[config.mk]
export PLATFORM = sky130hd
export DESIGN_NAME = dtlb_bridge
export DESIGN_NICKNAME = d
export VERILOG_FILES = /design/src/rtl/mmu_pkg.sv /design/src/rtl/tlb_store.sv /design/src/rtl/dtlb_bridge.sv
export SDC_FILE = /design/constraint.sdc
export NUM_CORES = 1
export LEC_CHECK = 0
export ABC_CLOCK_PERIOD_IN_PS = 5940
export BUFFER_PORTS_ARGS = -buffer_cell sky130_fd_sc_hd__buf_2
export CORE_UTILIZATION = 63
export DETAILED_ROUTE_END_ITERATION = 8
export PLACE_DENSITY = 0.84
export REMOVE_ABC_BUFFERS = 1
export SLEW_MARGIN = 10
export SYNTH_ARGS = -nofsm -noshare
export SYNTH_HDL_FRONTEND = slang
export SYNTH_SLANG_ARGS = --single-unit
export TNS_END_PERCENT = 5
[constraint.sdc]
create_clock -name sys_clk -period 5.94 [get_ports sys_clk]
set_input_delay 0 -clock sys_clk [delete_from_list [all_inputs] [get_ports sys_clk]]
set_output_delay 0 -clock sys_clk [all_outputs]
set_load 0.02 [all_outputs]
[src/rtl/mmu_pkg.sv]
// Shared MMU definitions: page geometry, FSM state encoding and Wishbone
// classic-cycle constants used by the data-side translation bridge.
package mmu_pkg;

    localparam int unsigned PAGE_BITS_DEF = 12;

    localparam logic [2:0] CTI_CLASSIC = 3'b000;
    localparam logic [1:0] BTE_LINEAR  = 2'b00;

    typedef enum logic [1:0] {
        ST_IDLE   = 2'd0,
        ST_LOOKUP = 2'd1,
        ST_FWD    = 2'd2,
        ST_MISS   = 2'd3
    } state_t;

    // Width of a VPN or PPN for a given byte-address page size.
    function automatic int unsigned pn_width(input int unsigned page_bits);
        return 32 - page_bits;
    endfunction

endpackage

[src/rtl/tlb_store.sv]
// Direct-mapped TLB storage: per-entry valid/tag/PPN flops, a single write
// port with flush, and a combinational lookup.
module tlb_store
    import mmu_pkg::*;
#(
    parameter int unsigned ENTRIES   = 16,
    parameter int unsigned PAGE_BITS = PAGE_BITS_DEF
) (
    input  logic                  sys_clk,
    input  logic                  sys_rst_n,
    input  logic                  we,
    input  logic [31-PAGE_BITS:0] wr_vpn,
    input  logic [31-PAGE_BITS:0] wr_ppn,
    input  logic                  wr_valid,
    input  logic                  flush,
    input  logic [31-PAGE_BITS:0] lk_vpn,
    output logic                  hit,
    output logic [31-PAGE_BITS:0] lk_ppn
);

    localparam int unsigned PNW  = pn_width(PAGE_BITS);
    localparam int unsigned IDXW = $clog2(ENTRIES);
    localparam int unsigned TAGW = PNW - IDXW;

    logic [ENTRIES-1:0] valid_q;
    logic [TAGW-1:0]    tag_q [ENTRIES];
    logic [PNW-1:0]     ppn_q [ENTRIES];

    logic [IDXW-1:0] wr_idx;
    logic [IDXW-1:0] lk_idx;

    assign wr_idx = wr_vpn[IDXW-1:0];
    assign lk_idx = lk_vpn[IDXW-1:0];

    // Flush wins over a coincident write, so that entry also ends invalid.
    always_ff @(posedge sys_clk) begin
        if (!sys_rst_n) begin
            valid_q <= '0;
        end else if (flush) begin
            valid_q <= '0;
        end else if (we) begin
            valid_q[wr_idx] <= wr_valid;
        end
    end

    always_ff @(posedge sys_clk) begin
        if (we) begin
            tag_q[wr_idx] <= wr_vpn[PNW-1:IDXW];
            ppn_q[wr_idx] <= wr_ppn;
        end
    end

    always_comb begin
        hit    = valid_q[lk_idx] && (tag_q[lk_idx] == lk_vpn[PNW-1:IDXW]);
        lk_ppn = ppn_q[lk_idx];
    end

endmodule

[src/rtl/dtlb_bridge.sv]
// Data-side TLB bridge between the LM32 dbus master and the arbiter: translates
// each request, forwards hits downstream and terminates misses with an error.
module dtlb_bridge
    import mmu_pkg::*;
#(
    parameter int unsigned ENTRIES   = 16,
    parameter int unsigned PAGE_BITS = PAGE_BITS_DEF
) (
    input  logic                  sys_clk,
    input  logic                  sys_rst_n,

    input  logic [29:0]           s_adr,
    input  logic [31:0]           s_dat_w,
    input  logic [3:0]            s_sel,
    input  logic                  s_cyc,
    input  logic                  s_stb,
    input  logic                  s_we,
    input  logic [2:0]            s_cti,
    input  logic [1:0]            s_bte,
    output logic [31:0]           s_dat_r,
    output logic                  s_ack,
    output logic                  s_err,

    output logic [29:0]           m_adr,
    output logic [31:0]           m_dat_w,
    output logic [3:0]            m_sel,
    output logic                  m_cyc,
    output logic                  m_stb,
    output logic                  m_we,
    output logic [2:0]            m_cti,
    output logic [1:0]            m_bte,
    input  logic [31:0]           m_dat_r,
    input  logic                  m_ack,
    input  logic                  m_err,

    input  logic                  enable,
    input  logic                  tlb_we,
    input  logic [31-PAGE_BITS:0] tlb_vpn,
    input  logic [31-PAGE_BITS:0] tlb_ppn,
    input  logic                  tlb_valid,
    input  logic                  flush,
    output logic                  miss,
    output logic [31-PAGE_BITS:0] miss_vpn
);

    localparam int unsigned PNW  = pn_width(PAGE_BITS);
    localparam int unsigned OFFW = PAGE_BITS - 2;

    state_t          state_q;
    logic [29:0]     adr_q;
    logic [31:0]     dat_q;
    logic [3:0]      sel_q;
    logic            we_q;
    logic            en_q;
    logic [PNW-1:0]  miss_vpn_q;

    logic            tlb_hit;
    logic [PNW-1:0]  tlb_ppn_rd;
    logic            fwd;
    logic            in_miss;

    // Every beat is translated on its own, so burst hints are not needed.
    logic            unused_burst;
    assign unused_burst = ^{s_cti, s_bte};

    tlb_store #(
        .ENTRIES   (ENTRIES),
        .PAGE_BITS (PAGE_BITS)
    ) u_tlb (
        .sys_clk   (sys_clk),
        .sys_rst_n (sys_rst_n),
        .we        (tlb_we),
        .wr_vpn    (tlb_vpn),
        .wr_ppn    (tlb_ppn),
        .wr_valid  (tlb_valid),
        .flush     (flush),
        .lk_vpn    (adr_q[29:OFFW]),
        .hit       (tlb_hit),
        .lk_ppn    (tlb_ppn_rd)
    );

    // The latched virtual address is overwritten in place with the physical
    // one, so FWD drives the same register in both translated and bypass mode.
    always_ff @(posedge sys_clk) begin
        if (!sys_rst_n) begin
            state_q    <= ST_IDLE;
            adr_q      <= '0;
            dat_q      <= '0;
            sel_q      <= '0;
            we_q       <= 1'b0;
            en_q       <= 1'b0;
            miss_vpn_q <= '0;
        end else begin
            case (state_q)
                ST_IDLE: begin
                    if (s_cyc && s_stb) begin
                        adr_q   <= s_adr;
                        dat_q   <= s_dat_w;
                        sel_q   <= s_sel;
                        we_q    <= s_we;
                        en_q    <= enable;
                        state_q <= ST_LOOKUP;
                    end
                end
                ST_LOOKUP: begin
                    if (!en_q || tlb_hit) begin
                        if (en_q) begin
                            adr_q <= {tlb_ppn_rd, adr_q[OFFW-1:0]};
                        end
                        state_q <= ST_FWD;
                    end else begin
                        miss_vpn_q <= adr_q[29:OFFW];
                        state_q    <= ST_MISS;
                    end
                end
                ST_FWD: begin
                    if (m_ack || m_err) begin
                        state_q <= ST_IDLE;
                    end
                end
                ST_MISS: begin
                    state_q <= ST_IDLE;
                end
                default: begin
                    state_q <= ST_IDLE;
                end
            endcase
        end
    end

    assign fwd     = (state_q == ST_FWD);
    assign in_miss = (state_q == ST_MISS);

    always_comb begin
        m_cyc   = fwd;
        m_stb   = fwd;
        m_adr   = fwd ? adr_q : '0;
        m_dat_w = fwd ? dat_q : '0;
        m_sel   = fwd ? sel_q : '0;
        m_we    = fwd & we_q;
        m_cti   = CTI_CLASSIC;
        m_bte   = BTE_LINEAR;
    end

    // Upstream responses are masked while reset is held so a pending
    // downstream ack cannot leak through during the reset cycle.
    always_comb begin
        s_ack   = sys_rst_n & fwd & m_ack;
        s_err   = sys_rst_n & ((fwd & m_err) | in_miss);
        s_dat_r = (sys_rst_n && fwd) ? m_dat_r : '0;
        miss    = sys_rst_n & in_miss;
    end

    assign miss_vpn = miss_vpn_q;

endmodule

==> results.md <==
* Wirelength, routed at 73500 um
* Most frequent cells in the layout: edfxtp_1 (576), buf_2 (271), mux4_2 (157)
* DR iter-0 viols at 2163
* Mux cell area share after synthesis at 16.7%
* Vias/cell at 6.52
* Die W at 212 um
* Setup violations, final at 0
* FILL cells at 2302
* Slew headroom at 19.0%
* Clock Root Buffer: clkbuf_16
* Async S/R FF share, synth at 0%
* CTS tree: yes
* Post-synth EDFFs at 576
* Setup crit end kind: flip-flop
* Crit path top cell by count: buf_4
* P_leak at 11.3 nW
* Vias in the first global route at 16800
* Main combinational cell family by area after synthesis: multiplexers
* Share of layout cells above drive strength 1 at 30.1%
* Clock transition at path regs at 0.06 ns
* Post-route clock period utilization at 74.4%
* Net Sw Frac at 21.5%
* Fin. Hold Viols at 0
* Worst reg-to-reg setup slack at 1.52 ns
* Critical setup path kind: flip-flop to flip-flop
* Placed Cells at 2364
* Max Slew Vio Count at 0
* CP Launch Type: flip-flop
* Max-Cap Viols at 0
* Actual slew at the worst max-slew pin at 1.21 ns
* Most common cell after layout, fill and taps aside: edfxtp_1
* Seq/Total Area, Yosys at 70.5%
* Met3 wire len at 7360 um
* RSZ-0062 raised after global routing: false
* Final std cells w/o fill at 2592
* Max incr delay on CP at 0.90 ns
* WP data arrival at 4.91 ns
* Power per cell area at 308 mW/mm2
* Simple-gate share of the synthesized area at 6.45%
* Final Wtd Congestion at 0.884
* I/O pin total at 283
* CP cell instances: buf_4, buf_4, mux2i_1, a22o_1, o21ai_0, nor3b_1, o2111ai_1, nor2_2, buf_4, a41oi_4, buf_4, mux2i_1
* Antenna violation net count after detailed routing at 0
* Max frequency at 226 MHz
* Initial antenna violation count at 6
* Switching pwr at 2.18 mW
* Clock Path Buffers at 3
* Area grow syn2layout at 18.5%
* Avg Inst Size Synth at 17.4 um2
* Grt ovf at 0
* Met2 WL at 37200 um
* Syn. warnings at 0
* Crit path max-delay family: buffers and inverters
* Post-synthesis xor/xnor area fraction at 0.475%
* Combinational Power Share at 6.6%
* Worst min-delay path startpoint: sys_rst_n
* Vias at 16900
* Synth Instances at 1586
* Unique cell type count in the Yosys netlist at 49
* I/O Buffers at 272
* Pin count of the biggest net entering global routing at 167
* Post-synthesis cell area at 0.0277 mm2
* First-pass GRT wire length at 106000 um
* Clk pwr share at 39.9%
* H-tree depth at 3
* Post-CTS setup buffers at 0
* Post-layout instance area at 0.0328 mm2
* Detail Placement HPWL at 38100 um
* Placed Area at 0.0296 mm2
* Drt drc at 0
* # rows at 76
* P_int at 7.92 mW
* Setup TNS at 0 ns
* Status: complete, no violations
* Pre-Repair DR Iteration Count at 5
* Routed length on met1 at 25200 um
* Die H at 212 um
* Routed len/inst at 28.3 um
* Die area at 0.0448 mm2
* Max IR drop VDD at 237 uV
* Flop pwr share at 53.4%
* Max Used Layer: met5
* Sink Count at 686
* Resized Gates After CTS at 0
* CP Data Required Time at 6.43 ns
* GRT Overall Usage at 33.3%
* Minimum clock period at 4.42 ns
* Placeable Area at 0.0432 mm2
* Adder-Cell Fraction of Synth Area at 0%
* Hold Crit Class: input pin to flip-flop
* Clock buffer count from CTS at 68
* Net count reported at finish at 2111
* #FFs+latches synth at 686
* Crit-path slowest cell: dfxtp_4
* CP Buf/Inv Count at 4
* Starting Density at 64.1%
* Top_reg_cell synth: edfxtp_1
* Max Fanout on Critical Path at 45
* Total power at 10.1 mW
* Clk_skew at 0.0173 ns
* Worst skew pair latency at 0.58 ns
* Synth Area in Compound Gates at 3.92%
==> worst paths after layout <==
check,end,cells after the start
max,adr_q[24],12
max reg2reg,adr_q[24],12
min reg2reg,adr_q[6],2
min,adr_q[23],4
==> flip-flops by register name, summed over array words and instances, names as in the netlist, named ones only <==
signal / flops
state_q: 2
we_q: 1
sel_q: 4
u_tlb.tag_q: 256
dat_q: 32
miss_vpn: 20
adr_q: 30
en_q: 1
u_tlb.ppn_q: 320
u_tlb.valid_q: 16
==> metrics by stage <==
stage               setup WS [ns]  util, %  hold slack [ns]
floorplan                   -2.10        -           0.0989
global placement             1.66     68.7            0.252
detailed placement           1.48     68.7            0.259
CTS                          1.47     75.9           0.0354
global route                 1.24     75.9           0.0518
finish                       1.52     76.0           0.0212
==> kinds of logic (layout without fill, tap and decap cells) <==
logic type	count (synthesis)	in the layout
XOR/XNOR	15	15
other	1	9
AO/OA/AOI/OAI	143	143
buffers and inverters	118	531
AND/OR/NAND/NOR	362	362
multiplexers	261	261
flip-flops	686	686
==> cells in the mapped netlist (2+ instances only) <==
master | count | share of area [%]
nand4_1 | 24 | 0.54
mux2_1 | 4 | 0.16
a22o_1 | 4 | 0.13
o21ai_0 | 14 | 0.25
nand2_1 | 157 | 2.1
and4_1 | 2 | 0.063
nor3_1 | 4 | 0.072
buf_2 | 19 | 0.34
buf_4 | 9 | 0.24
nor4b_1 | 2 | 0.063
a2111oi_0 | 2 | 0.063
and2_1 | 68 | 1.5
a221oi_1 | 2 | 0.063
a21boi_0 | 48 | 1.3
o311ai_1 | 20 | 0.63
mux2_2 | 21 | 0.85
nor3b_1 | 5 | 0.14
a211o_1 | 2 | 0.063
a21oi_1 | 15 | 0.27
dfxtp_1 | 110 | 8.0
buf_1 | 9 | 0.12
and3_1 | 35 | 0.79
nor2_1 | 43 | 0.58
nor2b_1 | 4 | 0.090
o211ai_1 | 2 | 0.054
o21a_1 | 2 | 0.054
nor4_1 | 2 | 0.045
inv_1 | 2 | 0.027
mux4_2 | 157 | 13
edfxtp_1 | 576 | 63
mux2i_1 | 79 | 2.9
a22oi_1 | 6 | 0.16
nand2b_1 | 5 | 0.11
nand3b_1 | 2 | 0.054
a32oi_1 | 20 | 0.63
buf_6 | 7 | 0.28
nand3_1 | 5 | 0.090
o22ai_1 | 2 | 0.045
clkbuf_1 | 72 | 0.98
xnor2_1 | 15 | 0.47
==> worst register-to-register path, cell delays in order (launching register included) <==
cell	delay (ns)
dfxtp_4	0.90
buf_4	0.45
buf_4	0.34
mux2i_1	0.25
a22o_1	0.17
o21ai_0	0.08
nor3b_1	0.15
o2111ai_1	0.25
nor2_2	0.05
buf_4	0.25
a41oi_4	0.76
buf_4	0.44
mux2i_1	0.26
==> routing by layer <==
metal / GRT usage (%) / vias up
li1: - / 6992
met1: 40.6 / 8446
met2: 55.9 / 1195
met3: 7.25 / 265
met4: 17.7 / 4
met5: 0 / -
==> layout make-up <==
cell class / count / area, um2 / area share [%]
well taps: 585 / 732 / 2.23
multi-input cells: 786 / 7760 / 23.7
repair buffers: 413 / 2710 / 8.25
clock buffers: 88 / 1900 / 5.80
clock inverters: 28 / 158 / 0.481
flip-flops and latches: 686 / 19500 / 59.5
inverters: 2 / 7.51 / 0.0229
diodes: 4 / 10.0 / 0.0305
==> power by group through the flow <==
| stage | clock network [mW] | logic, mW | registers, mW |
|---|---|---|---|
| after floorplan | 0 | 0.357 | 5.50 |
| after global placement | 0 | 0.573 | 5.48 |
| after detailed placement | 0 | 0.595 | 5.49 |
| after CTS | 4.05 | 0.662 | 5.40 |
| after global routing | 4.23 | 0.710 | 5.40 |
| final | 4.03 | 0.672 | 5.40 |
==> timing repair <==
item                                    in CTS  in global routing
endpoints found under the setup margin       0                  0
hold buffers                               108                  0
hold endpoints to repair                   665                  0
Note: power is estimated with default switching activity, not from simulation.
